[config.mk]
export PLATFORM = sky130hd
export DESIGN_NAME = cardinal_vc_port
export DESIGN_NICKNAME = d
export VERILOG_FILES = /design/src/rtl/cardinal_vc_port.sv
export SDC_FILE = /design/constraint.sdc
export NUM_CORES = 1
export LEC_CHECK = 0
export ABC_AREA = 1
export CORE_MARGIN = 1.5
export CORE_UTILIZATION = 48
export CTS_BUF_LIST = sky130_fd_sc_hd__clkbuf_8
export DETAILED_ROUTE_END_ITERATION = 8
export DONT_BUFFER_PORTS = 1
export GPL_ROUTABILITY_DRIVEN = 0
export HOLD_SLACK_MARGIN = 0.05
export PLACE_DENSITY = 0.65
export SLEW_MARGIN = 20
export SYNTH_ARGS = -nofsm -noshare
export SYNTH_HDL_FRONTEND = slang
export SYNTH_SLANG_ARGS = --single-unit
[constraint.sdc]
create_clock -name clk -period 1.15 [get_ports clk]
set_input_delay 0.345 -clock clk [delete_from_list [all_inputs] [get_ports clk]]
set_output_delay 0.345 -clock clk [all_outputs]
set_load 0.005 [all_outputs]
[src/rtl/cardinal_vc_port.sv]
// cardinal_vc_port: two-virtual-channel (even/odd) router input port.
// Holds one packet per VC. Packets are taken from the NIC over the si/ri
// handshake and passed on downstream when the global polarity selects that VC.
// The module also drives the free-running even/odd polarity that the NIC uses
// to time its sends.
module cardinal_vc_port #(
    parameter int DATA_WIDTH = 64,
    parameter int VC_BIT     = 0
) (
    input  logic                  clk,
    input  logic                  reset,
    output logic                  polarity,
    input  logic                  up_si,
    output logic                  up_ri,
    input  logic [DATA_WIDTH-1:0] up_di,
    output logic                  down_so,
    input  logic                  down_ro,
    output logic [DATA_WIDTH-1:0] down_do,
    output logic                  drop_err,
    output logic [1:0]            vc_full
);

    // Polarity register: 0 selects the even VC, 1 selects the odd VC.
    logic                  p_q;
    logic                  p_d;

    // Occupancy flags and the one-entry buffer for each VC.
    logic [1:0]            full_q;
    logic [1:0]            full_d;
    logic [DATA_WIDTH-1:0] vcbuf_q [2];
    logic [DATA_WIDTH-1:0] vcbuf_d [2];

    // Registered downstream outputs and the sticky overflow flag.
    logic                  so_q;
    logic                  so_d;
    logic [DATA_WIDTH-1:0] do_q;
    logic [DATA_WIDTH-1:0] do_d;
    logic                  err_q;
    logic                  err_d;

    // Decoded events for the current cycle.
    logic                  up_vc;
    logic                  acc_en;
    logic                  drop_en;
    logic                  fwd_en;

    // Classify this cycle's upstream and downstream events.
    always_comb begin
        up_vc   = up_di[VC_BIT];
        // down_ro only matters when the VC selected by polarity has a packet.
        fwd_en  = full_q[p_q] && down_ro;
        // Accept and drop look only at occupancy at the start of the cycle.
        // A packet for the VC that is being drained on this edge sees a full
        // buffer, so it is dropped rather than written through.
        acc_en  = up_si && !full_q[up_vc];
        drop_en = up_si &&  full_q[up_vc];
    end

    // Next-state logic for polarity, buffers, occupancy and outputs.
    always_comb begin
        p_d        = ~p_q;
        full_d     = full_q;
        vcbuf_d[0] = vcbuf_q[0];
        vcbuf_d[1] = vcbuf_q[1];
        so_d       = 1'b0;
        do_d       = do_q;
        err_d      = err_q | drop_en;

        if (fwd_en) begin
            full_d[p_q] = 1'b0;
            so_d        = 1'b1;
            do_d        = vcbuf_q[p_q];
        end

        // When up_vc equals p_q, fwd_en requires a full buffer and acc_en
        // requires an empty one, so the two writes below never target the
        // same flag.
        if (acc_en) begin
            full_d[up_vc]  = 1'b1;
            vcbuf_d[up_vc] = up_di;
        end
    end

    // State register. Reset clears everything and takes priority over any
    // handshake on the same edge, so an in-flight packet is discarded.
    always_ff @(posedge clk) begin
        if (!reset) begin
            p_q        <= 1'b0;
            full_q     <= 2'b00;
            vcbuf_q[0] <= '0;
            vcbuf_q[1] <= '0;
            so_q       <= 1'b0;
            do_q       <= '0;
            err_q      <= 1'b0;
        end else begin
            p_q        <= p_d;
            full_q     <= full_d;
            vcbuf_q[0] <= vcbuf_d[0];
            vcbuf_q[1] <= vcbuf_d[1];
            so_q       <= so_d;
            do_q       <= do_d;
            err_q      <= err_d;
        end
    end

    // Output mapping. up_ri advertises the buffer whose VC equals the current
    // polarity. The NIC commits on the next edge, when the polarity has flipped.
    always_comb begin
        polarity = p_q;
        up_ri    = !full_q[p_q];
        down_so  = so_q;
        down_do  = do_q;
        drop_err = err_q;
        vc_full  = full_q;
    end

endmodule

Yosys cells after proc, flatten, opt, wreduce, memory -nomap -nowiden
Memory sizes are Yosys's and may differ from the RTL's. A register that Yosys moved wholly into a read port is not among the register bits.
Cells that the tools add are included.
{"block": "op_classes", "magnitude_cmp": 6, "n_mux": 19, "bitwise": 8, "reduce_logical": 9}
{"op": "2-to-1 mux 64 bit", "n": 3}
{"op": "bitwise mux 128 bit", "n": 1}
{"op": "2-to-1 mux 128 bit", "n": 1}
{"op": "demux 64 bit (select 1 bit)", "n": 1}
{"op": "2-to-1 mux 1 bit", "n": 9}
{"op": "logical AND 1 bit", "n": 6}
{"op": "less-than comparator 1 x 2 -> 1 bit, second input constant", "n": 2}
{"op": "2-to-1 mux 2 bit", "n": 2}
{"op": "logical NOT 1 bit", "n": 3}
{"op": "bitwise OR 1 bit", "n": 3}
{"op": "bitwise AND 2 bit", "n": 1}
{"op": "demux 1 bit (select 1 bit)", "n": 2}
{"op": "greater-or-equal comparator 1 bit, second input constant", "n": 2}
{"op": "greater-or-equal comparator 2 bit, second input constant", "n": 1}
{"op": "less-than comparator 2 x 1 -> 1 bit, second input constant", "n": 1}
{"op": "inverter 1 -> 2 bit", "n": 1}
{"op": "inverter 2 bit", "n": 1}
{"op": "bitwise OR 2 bit", "n": 1}
{"op": "inverter 1 bit", "n": 1}
{"block": "word_totals", "ff_bits": 5, "ram_bits": 128, "memories": 1}
{"memory": "vcbuf_q", "words": 2, "word_bits": 64, "read_ports": 3, "rd_ports_with_merged_regs": 1, "write_ports": 2, "line": "30", "source": "logic [DATA_WIDTH-1:0] vcbuf_q [2];"}

Longest topological paths before layout
{"block": "depth", "depth_word": 9, "mapped_depth": 8, "ltp_nobuf": 6}

Worst setup path after synthesis
OpenSTA, ideal clock, no wires.
{"block": "synth_timing", "kind": "register -> register", "startpoint": "reg p_q, in the netlist polarity", "endpoint": "reg do_q[22], in the netlist down_do[22] (read register of vcbuf_q)", "t_arrival_ns": 1.101, "slack_ns": -0.064, "path_stages_with_launch": 9, "period_less_slack_ns": 1.214, "path_cell_list": "dfxtp_1 inv_2 buf_6 buf_6 buf_6 nand2_1 o21ai_0 nor2_1 nor2_1"}
{"block": "synth_between", "elab_chain_len": 3}
{"element": "start, declared", "line": "24", "source": "logic p_q;"}
{"element": "start signal, assigned", "line": "96", "source": "p_q <= p_d;"}
{"element": "2-to-1 mux 1 bit (not written as such) (2 in series)", "line": "51", "source": "fwd_en = full_q[p_q] && down_ro;"}
{"element": "logical AND 1 bit", "line": "51"}
{"element": "end, declared", "line": "36", "source": "logic [DATA_WIDTH-1:0] do_q;"}
Several ways; a longest one is shown, not always the timed one. The select of a mux whose other input is x is not followed.
A chain may end at the register's enable or synchronous reset.

Final worst setup path
{"block": "layout_timing", "startpoint": "reg p_q, in the netlist polarity", "endpoint": "out up_ri"}
{"block": "layout_between", "elab_chain_len": 3}
{"element": "2-to-1 mux 1 bit (not written as such) (2 in series)", "line": "110", "source": "up_ri = !full_q[p_q];"}
{"element": "logical NOT 1 bit", "line": "110"}
{"element": "end, declared", "line": "14", "source": "output logic up_ri,"}
No other way between the ends. The select of a mux whose other input is x is not followed.

==> impl_metrics.py <==
metrics = {
    "pwr": {
        "switching_power_as_a_share_of_total_power_pct": 28.63,
        "comb_power_share_pct": 21.3,
        "seqPwrFrac_pct": 50.6,
        "power.total_mw": 15.08,
        "pwr-share-clk_pct": 28.1,
        "power.density_nw_per_um2": 1298,
        "p_sw_mw": 4.319,
        "p_int_mw": 10.76,
        "power.static_leakage_nw": 4.813,
        "vdd_drop_max_mv": 0.7837,
    },
    "global_routing": {
        "most_crowded_layer_gr": "met2",
        "global_route_wire_length_before_repair_um": 36020,
        "met1_usage_pct": 31.72,
        "globalRouteMet2Util_pct": 45.21,
        "groute.usage.overall_pct": 26.41,
        "grt_overflow": 0,
        "groute.layer.met3.usage_pct": 6.674,
        "grt_antenna_before_repair": 0,
        "maximum_number_of_pins_on_one_net_before_global_route_repair": 192,
        "first_global_vias": 6706,
    },
    "routing": {
        "detail_route.first_pass.iterations": 5,
        "antenna_violating_nets_post_route": 0,
        "drc": 0,
        "number_of_vias_per_cell_after_detailed_routing": 5.238,
        "drt-initial-drc-count": 466,
        "routed-via-count": 7496,
        "routed_wl_um": 24730,
        "wl_per_cell_um": 17.28,
    },
    "sta": {
        "timing_hold_violations_final": 8,
        "clock_skew_ns": 0.01648,
        "min_period_ns": 1.481,
        "min_period_over_period_pct": 128.8,
        "grt_setup_unrepaired": "true",
        "achievable-frequency_mhz": 675.1,
        "drv_slew": 0,
        "worst_pin_slew_ns": 0.3662,
        "worst_hold_slack_ns": -0.02400,
        "finalWorstSetupSlack_ns": -0.3314,
        "normalized_max_slew_margin_pct": 75.56,
        "finalSetupViolCount": 202,
    },
    "clock_tree": {
        "tritoncts_num_sinks": 197,
        "h_tree_depth": 4,
        "clock-root-buffer": "clkbuf_8",
        "tritoncts_buffers": 17,
        "cts_tree": "built",
        "clk_latency_ns": 0.48,
        "cts.clk_slew.worst_paths_ns": 0.10,
        "max_buffers_root_to_sink": 2,
    },
    "job": {
        "max_cap_viol_count": 0,
    },
    "floorplanning": {
        "num_io_pins": 138,
        "die_y_um": 131.3,
        "initial_core_util_pct": 49.38,
        "floorplan.die_area_um2": 17240,
        "core_um2": 16000,
        "die_x_um": 131.3,
        "num_rows": 46,
    },
    "setup_path": {
        "critical_path_arrival_ns": 1.14,
        "critical_path_start_type": "flip-flop",
        "r2r_cells": 7,
        "r2r_start": "polarity",
        "critPathMaxFanout": 3,
        "cp_data_required_time_ns": 0.81,
        "crit-reg2reg-capture": "down_do[22]",
        "setup_slack_on_the_worst_flop_to_flop_path_ns": -0.31,
        "cp-startpoint": "polarity",
        "criticalPathCategory": "reg -> out",
        "endpoint_kind": "primary output",
    },
    "placement": {
        "preCtsSetupSlack_ns": -0.09574,
        "dp_hpwl_um": 10550,
        "placement.io_buffers": 0,
    },
    "layout": {
        "final_nets": 1272,
        "area.growth.synth_to_final_pct": 47.09,
        "antennaDiodeCount": 0,
        "layout_common_cells": "201 x nor2_1, 134 x inv_1, 128 x dfxtp_1",
        "most_common_cell_after_layout_fill_and_taps_aside": "nor2_1",
        "fillerInstances": 1197,
        "layout_cell_share_with_drive_strength_beyond_1_pct": 35.47,
        "final_core_utilization_pct": 72.64,
    },
    "yosys": {
        "synthCells": 1126,
        "ys_warns": 0,
        "mapped_cell_area_um2": 7901,
        "synth.avg_cell_area_um2": 7.017,
        "yosysUniqueCellTypes": 19,
        "ys_seq_elements": 197,
        "yosysSeqAreaShare_pct": 49.91,
        "synth_nets": 1194,
    },
    "hold_path": {
        "min_delay_path_depth": 2,
        "worst_hold_path.endpoint": "vcbuf_q[1][47]",
        "holdCritPathClass": "in -> reg",
        "hold_path_startpoint": "reset",
    },
    "outcome": {
        "violations": "hold timing, setup timing",
        "outcome": "finished with violations",
    },
}
[cell type report]
cell class / instances / area [µm²] / share of cell area [%]
inverters: 136 / 523.0 / 4.500
multi-input cells: 719 / 4153 / 35.73
flip-flops and latches: 197 / 4043 / 34.78
repair buffers: 133 / 2273 / 19.56
well taps: 216 / 270.3 / 2.325
clock inverters: 10 / 85.08 / 0.7320
clock buffers: 20 / 275.3 / 2.368
[timing repair]
item                                    CTS  global route
gates resized for setup                 260           312
endpoints found under the hold margin   188           155
hold buffers                              4            34
endpoints found under the setup margin  216           246
pin swaps                                18            64
buffers inserted                         29             6
gates cloned                             38             6
[metrics by stage]
step / instances / hold slack (ns) / instance area [µm²] / setup TNS, ns
floorplan: 1126 / 0.4184 / 7905 / 0
global placement: 1297 / 0.4309 / 8192 / -4.704
detailed placement: 1297 / 0.4360 / 8192 / -8.768
CTS: 1398 / -0.03392 / 10550 / -33.69
global route: 1431 / -0.02965 / 11620 / -37.22
finish: 1431 / -0.02400 / 11620 / -24.25
[flip-flops by register name, indices dropped and copies added, names as in the netlist]
name,cells
down_do,64
down_so,1
drop_err,1
polarity,1
vc_full,2
vcbuf_q,128
[cell families after synthesis]
logic type / count (synthesis) / share of synthesized area (%)
flip-flops: 197 / 49.91
buffers and inverters: 212 / 11.58
AO/OA/AOI/OAI: 259 / 16.60
AND/OR/NAND/NOR: 458 / 21.92
[how the worst max path moves through the flow]
stage	end	slack [ns]	cells past startpoint
2_1_floorplan	down_do[22]	0.01	8
3_3_place_gp	vcbuf_q[0][16]	-0.06	6
3_5_place_dp	down_do[54]	-0.1	7
4_1_cts	up_ri	-0.34	4
5_1_grt	down_do[48]	-0.39	10
6_report	up_ri	-0.33	4
[synthesized netlist by cell type]
library cell  number  area (µm²)
a21oi_1           67       335.3
buf_1              1       3.750
buf_2             19       95.09
buf_4              3       22.52
buf_6             11       123.9
clkbuf_1          42       157.7
clkinv_2           1       5.000
dfxtp_1          197        3944
inv_1            134       503.0
inv_2              1       3.750
nand2_1          197       739.5
nand3_1            1       5.000
nand3_2            1       10.01
nand3b_1           1       7.510
nor2_1           257       964.7
nor3_1             1       5.000
o21ai_0          172       860.8
o21ai_1           16       80.08
o21ai_2            4       35.03
[metal layers]
metal  routed length [µm]  up-vias
met5                    0        -
met4                  705        0
met3                 1496       54
met2                12860      225
met1                 9671     3567
li1                     -     3650
[worst max-delay path, stage by stage, from the launching register on]
cell and delay, ns:
dfxtp_4 0.40, clkinv_4 0.06, nand2_4 0.06, buf_6 0.10, nand2_4 0.06
[power groups by stage]
stage / registers (mW) / logic, mW / clock network [mW]
floorplan: 7.66 / 1.28 / 0
global placement: 7.72 / 1.53 / 0
detailed placement: 7.73 / 1.56 / 0
CTS: 7.61 / 2.66 / 4.29
global route: 7.68 / 3.48 / 4.61
finish: 7.62 / 3.22 / 4.24
No activity file was read; power rests on OpenSTA's default activity.
